**config.mk**
```make
export PLATFORM = sky130hd
export DESIGN_NAME = calc_arbiter
export DESIGN_NICKNAME = d
export VERILOG_FILES = /design/src/rtl/calc_arbiter.sv
export SDC_FILE = /design/constraint.sdc
export NUM_CORES = 1
export LEC_CHECK = 0
export BUFFER_PORTS_ARGS = -buffer_cell sky130_fd_sc_hd__buf_2
export CAP_MARGIN = 20
export CORE_MARGIN = 2
export CORE_UTILIZATION = 33
export CTS_CLUSTER_SIZE = 40
export DETAILED_ROUTE_END_ITERATION = 10
export PLACE_DENSITY = 0.6
export SLEW_MARGIN = 20
export SYNTH_ARGS = -nofsm -noshare
export SYNTH_HDL_FRONTEND = slang
export SYNTH_SLANG_ARGS = --single-unit
```
**constraint.sdc**
```tcl
create_clock -name clk -period 2 [get_ports clk]
set_clock_uncertainty 0.2 [all_clocks]
set_input_delay 0.4 -clock clk [delete_from_list [all_inputs] [get_ports clk]]
set_output_delay 0.4 -clock clk [all_outputs]
set_load 0.02 [all_outputs]
```
**src/rtl/calc_arbiter.sv**
```systemverilog
// Two-port round-robin arbiter/sequencer sharing one calculator core between two requesters.
// Optional WAIT-state watchdog compiled in with `define CALC_ARB_TIMEOUT_EN.
module calc_arbiter #(
  parameter int W       = 4,
  parameter int RW      = 8,
  parameter int TIMEOUT = 64
) (
  input  logic          clk,
  input  logic          rst,
  input  logic          req0,
  input  logic          req1,
  input  logic [2:0]    f0,
  input  logic [2:0]    f1,
  input  logic [W-1:0]  a0,
  input  logic [W-1:0]  a1,
  input  logic [W-1:0]  b0,
  input  logic [W-1:0]  b1,
  output logic          ack0,
  output logic          ack1,
  output logic [RW-1:0] res,
  output logic          res_id,
  output logic          res_valid,
  output logic          res_err,
  output logic          busy,
  output logic          core_go,
  output logic [2:0]    core_f,
  output logic [W-1:0]  core_a,
  output logic [W-1:0]  core_b,
  input  logic          core_done,
  input  logic [RW-1:0] core_result,
  output logic          core_abort,
  output logic [2:0]    state_dbg
);

  // Handshake: a requester raises req with stable f/a/b and holds it until its
  // one-cycle ack; it drops req on the edge that ends the ack cycle. core_go is a
  // one-cycle start pulse; core_done is a level sampled only in WAIT.

  typedef enum logic [2:0] {
    IDLE  = 3'd0,
    GRANT = 3'd1,
    GO    = 3'd2,
    WAIT  = 3'd3,
    RESP  = 3'd4
  } state_t;

  state_t state;
  logic   last_grant;
  logic   sel;
  logic   req_win;

  assign state_dbg = state;

  // On a tie the requester that was not served last wins.
  always_comb begin
    req_win = req1;
    if (req0 && req1) req_win = ~last_grant;
  end

`ifdef CALC_ARB_TIMEOUT_EN
  localparam int CW = $clog2(TIMEOUT + 1);
  logic [CW-1:0] wait_cnt;
  logic [CW-1:0] cnt_nxt;

  assign cnt_nxt = wait_cnt + CW'(1);
`else
  logic unused_timeout;

  // TIMEOUT is only consumed by the watchdog build.
  assign unused_timeout = (TIMEOUT > 0);
  assign res_err        = 1'b0;
  assign core_abort     = 1'b0;
`endif

  always_ff @(posedge clk or posedge rst) begin
    if (rst) begin
      state      <= IDLE;
      last_grant <= 1'b1;
      sel        <= 1'b0;
      busy       <= 1'b0;
      core_go    <= 1'b0;
      core_f     <= '0;
      core_a     <= '0;
      core_b     <= '0;
      res        <= '0;
      res_id     <= 1'b0;
      res_valid  <= 1'b0;
      ack0       <= 1'b0;
      ack1       <= 1'b0;
`ifdef CALC_ARB_TIMEOUT_EN
      wait_cnt   <= '0;
      res_err    <= 1'b0;
      core_abort <= 1'b0;
`endif
    end else begin
      core_go    <= 1'b0;
      res_valid  <= 1'b0;
      ack0       <= 1'b0;
      ack1       <= 1'b0;
`ifdef CALC_ARB_TIMEOUT_EN
      res_err    <= 1'b0;
      core_abort <= 1'b0;
`endif
      case (state)
        IDLE: begin
          if (req0 || req1) begin
            sel   <= req_win;
            busy  <= 1'b1;
            state <= GRANT;
          end
        end
        GRANT: begin
          core_f     <= sel ? f1 : f0;
          core_a     <= sel ? a1 : a0;
          core_b     <= sel ? b1 : b0;
          res_id     <= sel;
          last_grant <= sel;
          core_go    <= 1'b1;
          state      <= GO;
        end
        GO: begin
`ifdef CALC_ARB_TIMEOUT_EN
          wait_cnt <= '0;
`endif
          state <= WAIT;
        end
        WAIT: begin
          // core_done beats a simultaneous watchdog expiry.
          if (core_done) begin
            res       <= core_result;
            res_valid <= 1'b1;
            ack0      <= ~res_id;
            ack1      <= res_id;
            state     <= RESP;
          end
`ifdef CALC_ARB_TIMEOUT_EN
          else if (cnt_nxt == CW'(TIMEOUT)) begin
            res        <= '0;
            res_valid  <= 1'b1;
            res_err    <= 1'b1;
            core_abort <= 1'b1;
            ack0       <= ~res_id;
            ack1       <= res_id;
            state      <= RESP;
          end else begin
            wait_cnt <= cnt_nxt;
          end
`endif
        end
        RESP: begin
          busy  <= 1'b0;
          state <= IDLE;
        end
        default: begin
          busy  <= 1'b0;
          state <= IDLE;
        end
      endcase
    end
  end

endmodule

```
==> flow_metrics.tcl <==
set metrics [dict create \
    crit_buf_inv 1 \
    dp_hpwl_microns 1980 \
    die_y_microns 65.5 \
    hold_path_depth 2 \
    crit_path_start_kind "flip-flop" \
    cts_root_buffer "clkbuf_8" \
    num_antenna_cells 0 \
    grt_pass1_vias 961 \
    clock_sinks 30 \
    netlist_area_sq_um 1250 \
    slowest_stage "dfrtp_1" \
    rsz0062_at_grt "no" \
    synth_cell_types 20 \
    layout.nets 206 \
    antenna_left 0 \
    drtIter0Drc 25 \
    drt_first_pass_iters 2 \
    antenna_found_initial 0 \
    via_per_inst 4.53 \
    worst_path_dominant_cell_family "flip-flops" \
    start_util_pct 34.1 \
    ff2ff_path_depth 3 \
    hp-class "input pin to flip-flop" \
    crit_chain "buf_2" \
    drcViolationCount 0 \
    numCtsBuffers 5 \
    synth_seq_cells 30 \
    clock_latency_ns 0.27 \
    place_area_sq_um 1600 \
    synth_warnings 0 \
    layout.cells.non_filler 220 \
    hold_slack_ns 0.131 \
    ir_drop_uv 794 \
    fmax_ghz 0.583 \
    arrival_ns 1.12 \
    drv_cap 0 \
    dieArea_sq_um 4290 \
    avgSynthCellArea_sq_um 11.9 \
    syn_to_final_growth_pct 35.5 \
    min_period_over_period_pct 85.8 \
    grt_overflow 0 \
    core_area_sq_um 3660 \
    htree_levels 2 \
    num-fill-cells 352 \
    dpl.cell_count 211 \
    row_count 22 \
    outcome "finished clean" \
    setup_tns_ns 0 \
    cellPowerDensity_nw_per_um2 1660 \
    cp.depth 1 \
    grt_pass1_wl_microns 4180 \
    tritoncts "done" \
    worstSetupPathType "flip-flop to output pin" \
    drive_gt1_share_pct 47.1 \
    period_minus_slack_ns 1.72 \
    cts_resized 0 \
    fin_area_sq_um 1690 \
    die_x_microns 65.5 \
    clk_pin_slew_worst_paths_ns 0.06 \
    clockBufferDepth 2 \
    crit_fanout 10 \
    slew_viol_final 0 \
    gp_congestion 0.720 \
    cp-end-kind "output pin" \
    ys_seq_area_share_pct 60.3 \
    wirelength_microns 2540 \
    post_drt_wl_per_cell_microns 11.6 \
    grt_max_degree 27 \
    netlist_instances 105 \
    grtUsageTotal_pct 12.8 \
    hold_viol 0 \
    io_pins 65 \
    vias 996 \
    power.total_w 0.00281 \
    port_buffers 62 \
    timing.slew.headroom_pct 56.3 \
    cpPeakStageDelay_ns 0.60 \
    finalSetupViolCount 0 \
    leakagePower_nw 0.860 \
    tightest_slew_ns 0.655 \
    crit_required_ns 1.40 \
]
==> registers in the layout, indices dropped and copies added, names as in the netlist, 3 cells and up <==
name and count:
res 8, core_a 4, core_b 4, core_f 3
state_dbg 3
==> stage by stage <==
step                      util, %  setup WS (ns)
final                        46.2          0.284
after global routing         46.2          0.211
after CTS                    46.2          0.264
after detailed placement     43.7          0.405
after global placement       43.7          0.444
after floorplan                 -          0.390
==> cell usage in the layout (no fill, tap or decap), types with 4 or more instances in the layout <==
cell type / count
mux2i_1: 11
clkbuf_8: 5
dfrtp_1: 29
a21oi_1: 13
inv_1: 4
nor2_1: 16
mux2_2: 8
buf_2: 62
==> report_power, final <==
group / internal, W / switching, W / total (W)
registers: 0.000900 / 0.000235 / 0.00114
logic: 0.000514 / 0.000715 / 0.00123
clock network: 0.000246 / 0.000198 / 0.000444
total: 0.00166 / 0.00115 / 0.00281
==> area by class of cell <==
type,instances,area (sq um),area share (%)
Clock buffer,8,80.1,4.74
Tap cell,48,60.1,3.55
Multi-Input combinational cell,65,435,25.8
Timing Repair Buffer,65,348,20.6
Inverter,4,15.0,0.888
Sequential cell,30,752,44.5
==> synthesized netlist by cell type, drive strengths merged <==
| master | count | area share, % |
|---|---|---|
| a21oi | 13 | 5.2 |
| a2bb2oi | 1 | 0.70 |
| a31oi | 1 | 0.50 |
| and2 | 1 | 0.50 |
| buf | 7 | 3.9 |
| conb | 1 | 0.30 |
| dfrtp | 29 | 58 |
| dfstp | 1 | 2.1 |
| inv | 4 | 1.2 |
| mux2 | 8 | 7.2 |
| mux2i | 11 | 8.8 |
| nand2 | 3 | 0.90 |
| nand3 | 1 | 0.80 |
| nor2 | 17 | 5.7 |
| nor3 | 3 | 1.2 |
| nor3b | 1 | 1.5 |
| o21ai | 3 | 1.2 |
==> path summary, 6_finish.rpt <==
| path | startpoint | end | slack, ns |
|---|---|---|---|
| worst max-delay path | state_dbg[2] | state_dbg[2] | 0.28 |
| worst min-delay path | req0 | sel | 0.13 |
| worst max register to register | state_dbg[1] | res[7] | 0.41 |
| worst min register to register | res_id | ack0 | 0.29 |
| max in group asynchronous | rst | last_grant | 0.62 |
| min in group asynchronous | rst | res[6] | 0.45 |
==> metal layers <==
layer / share of wire [%] / wire (microns) / global-route usage, % / vias up
met2: 48 / 1230 / 21.8 / 50
met4: 1.1 / 27 / 3.91 / 0
met1: 40 / 1010 / 14.7 / 461
li1: - / - / - / 481
met3: 11 / 281 / 5.48 / 4
met5: 0 / 0 / 0 / -
==> cell families (layout without fill, tap and decap cells) <==
group / after synthesis / count (layout) / share of synthesized area (%)
simple gates: 26 / 26 / 10.6
buf+inv: 11 / 77 / 5.11
flops: 30 / 30 / 60.3
compound gates: 18 / 18 / 7.62
mux: 19 / 19 / 16.0
other cells: 1 / 2 / 0.301
==> what timing repair did <==
| action | 4_1_cts | 5_1_grt |
|---|---|---|
| buffers inserted | 0 | 0 |
| hold buffers | 1 | 0 |
| endpoints found under the hold margin | 9 | 0 |
(Power assumes the default switching activity.)
